$ cat config.mk
export PLATFORM = sky130hd
export DESIGN_NAME = count_capture
export DESIGN_NICKNAME = d
export VERILOG_FILES = /design/src/rtl/count_pkg.sv /design/src/rtl/sync_fifo.sv /design/src/rtl/count_capture.sv
export SDC_FILE = /design/constraint.sdc
export NUM_CORES = 1
export LEC_CHECK = 0
export ABC_AREA = 1
export ABC_CLOCK_PERIOD_IN_PS = 1960
export BUFFER_PORTS_ARGS = -buffer_cell sky130_fd_sc_hd__buf_2
export CAP_MARGIN = 0
export CORE_MARGIN = 4
export CORE_UTILIZATION = 34
export CTS_BUF_LIST = sky130_fd_sc_hd__clkbuf_8
export DETAILED_ROUTE_END_ITERATION = 6
export SLEW_MARGIN = 25
export SYNTH_ARGS = -nofsm -noshare
export SYNTH_HDL_FRONTEND = slang
export SYNTH_SLANG_ARGS = --single-unit
$ cat constraint.sdc
create_clock -name clk -period 1.96 [get_ports clk]
set_clock_uncertainty 0.1 [all_clocks]
set_input_delay 0.49 -clock clk [delete_from_list [all_inputs] [get_ports clk]]
set_output_delay 0.49 -clock clk [all_outputs]
set_load 0.01 [all_outputs]
$ cat src/rtl/count_pkg.sv
// Shared types and defaults for the count capture block.
package count_pkg;

  localparam int CW_DEFAULT = 4;

  typedef struct packed {
    logic                  wrap;
    logic                  match;
    logic [CW_DEFAULT-1:0] count;
  } cap_entry_t;

endpackage

$ cat src/rtl/sync_fifo.sv
// Single-clock FIFO with occupancy count; full/empty are decoded from level.
module sync_fifo #(
  parameter  int DEPTH = 4,
  parameter  int W     = 6,
  localparam int AW    = $clog2(DEPTH)
) (
  input  logic          clk,
  input  logic          rst,
  input  logic          push,
  input  logic          pop,
  input  logic [W-1:0]  wdata,
  output logic [W-1:0]  rdata,
  output logic          full,
  output logic          empty,
  output logic [AW:0]   level
);

  logic [W-1:0]  mem [DEPTH];
  logic [AW-1:0] wr_ptr;
  logic [AW-1:0] rd_ptr;
  logic          do_push;
  logic          do_pop;

  assign empty   = (level == '0);
  assign full    = (level == (AW+1)'(DEPTH));
  assign do_pop  = pop && !empty;
  // A pop frees the slot at the same edge, so a full FIFO still accepts a push.
  assign do_push = push && (!full || do_pop);
  assign rdata   = mem[rd_ptr];

  always_ff @(posedge clk) begin
    if (rst) begin
      wr_ptr <= '0;
      rd_ptr <= '0;
      level  <= '0;
    end else begin
      if (do_push) wr_ptr <= wr_ptr + 1'b1;
      if (do_pop)  rd_ptr <= rd_ptr + 1'b1;
      case ({do_push, do_pop})
        2'b10:   level <= level + 1'b1;
        2'b01:   level <= level - 1'b1;
        default: level <= level;
      endcase
    end
  end

  always_ff @(posedge clk) begin
    if (do_push) mem[wr_ptr] <= wdata;
  end

endmodule

$ cat src/rtl/count_capture.sv
// Detects wrap and compare-match events on an upstream count and queues
// {wrap, match, count} entries for a consumer, with a sticky overflow flag.
module count_capture
  import count_pkg::*;
#(
  parameter  int DEPTH = 4,
  parameter  int CW    = CW_DEFAULT,
  localparam int LW    = $clog2(DEPTH) + 1
) (
  input  logic          clk,
  input  logic          rst,
  input  logic [CW-1:0] count_i,
  input  logic          cap_en,
  input  logic [CW-1:0] cmp_val,
  output logic [CW+1:0] out_data,
  output logic          out_valid,
  input  logic          out_ready,
  output logic [LW-1:0] level,
  output logic          ovf,
  input  logic          clr_ovf
);

  logic [CW-1:0] prev_q;
  logic          prev_valid_q;
  logic          wrap;
  logic          match;
  logic          push;
  logic          pop;
  logic          full;
  logic          empty;

  assign wrap  = prev_valid_q && (prev_q == '1) && (count_i == '0);
  // Requiring a change of count keeps a stalled counter from re-matching.
  assign match = prev_valid_q && (count_i == cmp_val) && (count_i != prev_q);
  assign push  = cap_en && (wrap || match);

  assign out_valid = !empty;
  assign pop       = out_valid && out_ready;

  always_ff @(posedge clk) begin
    if (rst) begin
      prev_q       <= '0;
      prev_valid_q <= 1'b0;
    end else begin
      prev_q       <= count_i;
      prev_valid_q <= 1'b1;
    end
  end

  // A new overflow wins over a clear in the same cycle.
  always_ff @(posedge clk) begin
    if (rst)                          ovf <= 1'b0;
    else if (push && full && !pop)    ovf <= 1'b1;
    else if (clr_ovf)                 ovf <= 1'b0;
  end

  sync_fifo #(
    .DEPTH (DEPTH),
    .W     (CW + 2)
  ) u_fifo (
    .clk   (clk),
    .rst   (rst),
    .push  (push),
    .pop   (pop),
    .wdata ({wrap, match, count_i}),
    .rdata (out_data),
    .full  (full),
    .empty (empty),
    .level (level)
  );

endmodule

==> reports/results.tsv <==
metric	value	unit
status	complete, no violations	
area of the mapped netlist	0.00175	mm^2
clock root buffer master	clkbuf_8	
Avg Vias per Cell	4.46	
CP max FO	6	
sw power	711	uW
critical path depth	15	
Worst path most repeated cell	nand2_4	
Syn Inst Count	181	
PD cells	1010	mW/mm^2
# fillers	478	
area taken by multi-input logic gates	618	um^2
CTS Buf Count	5	
worst-skew pair later-pin latency	0.29	ns
H-tree depth	2	
via count	1334	
RSZ-0062 raised after global routing	yes	
clk buf depth	2	
DR DRC count	0	
crit share post-route	97.4	%
placed instance area	0.00209	mm^2
core area	0.00485	mm^2
worst r2r path cells	14	
FF-to-FF End	u_fifo.level[2]	
clock power share	29.1	%
Die ar.	0.00637	mm^2
Crit. Startpoint	count_i[3]	
DP Cell Count	288	
Synth Warn #	0	
DIE WIDTH	79.8	um
synth unique cells	21	
largest net degree at the start of global routing	14	
wire length per cell	11.7	um
I/O pin count	24	
Min-Delay Path Class	in2reg	
layout cells sized above 1	36.6	%
Port Buffers	23	
Worst setup endpoint	u_fifo.level[2]	
die span in y	79.8	um
Initial DRC Count	77	
hold_buf cts	0	
global-route wire length before repair	5.93	mm
Initial DRT Pass Iterations	4	
Final Max Tran Viols	0	
Synth Net Count	199	
worst r2r src	prev_valid_q	
Syn Area/Cell	9.68	um^2
Data required, critical path	2.04	ns
data arrival time of the critical path	1.99	ns
HPWL Detailed	2.50	mm
TritonCTS clock tree	yes	
GP Congestion	0.793	
fin cells	299	
slowest CP cell	fa_2	
clk sinks	39	
clk slew on worst S/H paths	0.08	ns
initial antenna violation count	0	
Detail Route Antenna Nets	0	
LEAKAGE	0.977	nW
final hold vios	0	
FMAX	524	MHz
Setup crit end kind	register	
crit path time final	1.91	ns
Final #Nets	249	
delay of the slowest critical-path stage	0.36	ns
Initial Utilization	36.2	%
GR Overflow Total	0	
WHS	0.352	ns
Pint	1.56	mW
Overall Global Routing Usage	12.4	%
register area share after synthesis	58.2	%
CP Buf/Inv Count	4	
area delta synth->final	28.7	%
vias in the first global route	1311	
WS Path Type	in2reg	
switch share	31.3	%
sequential power share	43.1	%
ANT cells	0	
startpoint types	input pin	
reg-to-reg slack, setup	0.11	ns
Critical Path, Cell by Cell	clkbuf_4 -> inv_4 -> a21oi_2 -> nand2_1 -> nor2_2 -> nand3_2 -> nand2_4 -> nand2_4 -> nand2_4 -> inv_1 -> fa_2 -> inv_2 -> nand2_2 -> a21oi_2 -> nor2_1	
Synth Register Bits	39	
Slew @ Worst Pin	0.229	ns
peak supply drop	563	uV
Rows	25	
register area	0.00102	mm^2
Gate power share	27.8	%
max-cap violations	0	
Max-Slew Margin vs Limit	84.7	%
final setup fails	0	
fin area	0.00226	mm^2
hold_sp	rst	
total wire length	3.51	mm
delay-heaviest family, CP	simple AND/OR/NAND/NOR gates	
==> logic make-up after synthesis <==
| kind of cell | synth area share, % |
|---|---|
| compound gates | 10.1 |
| fa+ha+maj | 4.00 |
| buf+inv | 7.28 |
| flops | 58.2 |
| simple gates | 20.3 |
==> worst reg2reg max path: stages, from the launching register on <==
cell     delay (ns)
dfxtp_1        0.31
inv_1          0.05
a21oi_2        0.10
nand2_1        0.07
nor2_2         0.11
nand3_2        0.10
nand2_4        0.08
nand2_4        0.05
nand2_4        0.05
inv_1          0.05
fa_2           0.36
inv_2          0.06
nand2_2        0.07
a21oi_2        0.13
nor2_1         0.05
==> how the worst min path moves through the flow <==
stage	endpoint	slack, ns	depth (start not counted)
final	u_fifo.level[1]	0.35	2
after global routing	u_fifo.level[1]	0.35	2
after CTS	u_fifo.level[1]	0.35	2
after detailed placement	register	0.36	2
after global placement	u_fifo.rd_ptr[0]	0.36	1
after floorplan	register	0.34	2
==> power groups by stage <==
stage / sequential (mW) / combinational (mW) / clock [mW]
floorplan: 0.992 / 0.358 / 0
global placement: 0.976 / 0.591 / 0
detailed placement: 0.977 / 0.599 / 0
CTS: 0.959 / 0.603 / 0.678
global route: 0.989 / 0.709 / 0.721
finish: 0.979 / 0.631 / 0.660
==> synthesized netlist by cell type <==
library cell | n | area share [%]
nor2_2 | 2 | 0.71
nand2_2 | 5 | 1.8
nand4_2 | 1 | 0.71
ha_1 | 4 | 2.9
o22ai_1 | 8 | 2.9
dfxtp_1 | 15 | 17
o21ai_1 | 2 | 0.57
fa_1 | 1 | 1.1
nand3_4 | 1 | 1.0
clkbuf_1 | 2 | 0.43
nor2_1 | 28 | 6.0
o21ai_0 | 14 | 4.0
nand2_4 | 3 | 1.9
nand3_1 | 2 | 0.57
inv_2 | 4 | 0.86
inv_1 | 28 | 6.0
nand2_1 | 25 | 5.4
edfxtp_1 | 24 | 41
nand3_2 | 4 | 2.3
a21oi_2 | 2 | 1.0
a21oi_1 | 6 | 1.7
==> layout by cell type, fill, tap and decap left out, drive strengths merged <==
cell type,instances
ha,4
nor2,30
clkinv,2
nand2,33
clkinvlp,2
bufinv,1
a21oi,8
nand3,7
inv,31
dfxtp,15
o21ai,16
buf,43
fa,1
edfxtp,24
clkbuf,6
o22ai,8
nand4,1
==> sequential cells by signal, summed over array words and instances (netlist names), named ones only <==
| register | count |
|---|---|
| prev_q | 4 |
| u_fifo.level | 3 |
| u_fifo.wr_ptr | 2 |
| prev_valid_q | 1 |
| u_fifo.rd_ptr | 2 |
| u_fifo.mem | 24 |
| ovf | 1 |
==> what timing repair did <==
action                                  CTS  global route
gates resized for setup                   0            17
endpoints found under the setup margin    0             7
buffers inserted                          0             2
==> metrics by stage <==
step	power, mW	setup WS [ns]	utilization [%]	setup TNS (ns)
after CTS	2.24	0.0247	45.5	0
final	2.27	0.0505	46.5	0
after global routing	2.42	-0.0566	46.5	-0.0636
after global placement	1.57	-0.218	43.1	-3.18
after floorplan	1.35	-0.0140	-	-0.0140
after detailed placement	1.58	-0.284	43.1	-4.08
==> metal layers <==
layer  global-route usage [%]  up-vias  part of all wire (%)  wire length, um
met1                     15.0      608                    45             1570
met5                        0        -                     0                0
met4                     6.08        0                   2.3               80
met3                     3.50       10                   4.8              170
li1                         -      685                     -                -
met2                     20.1       31                    48             1690
==> layout make-up <==
class,count,share of cell area (%)
clock buffer,5,3.05
clock inverter,3,1.94
inverter,32,5.71
multi-input combinational,108,27.4
sequential,39,45.4
tap,67,3.72
timing repair buffer,44,12.5
timing repair inverter,1,0.333
No activity file was read; power rests on OpenSTA's default activity.
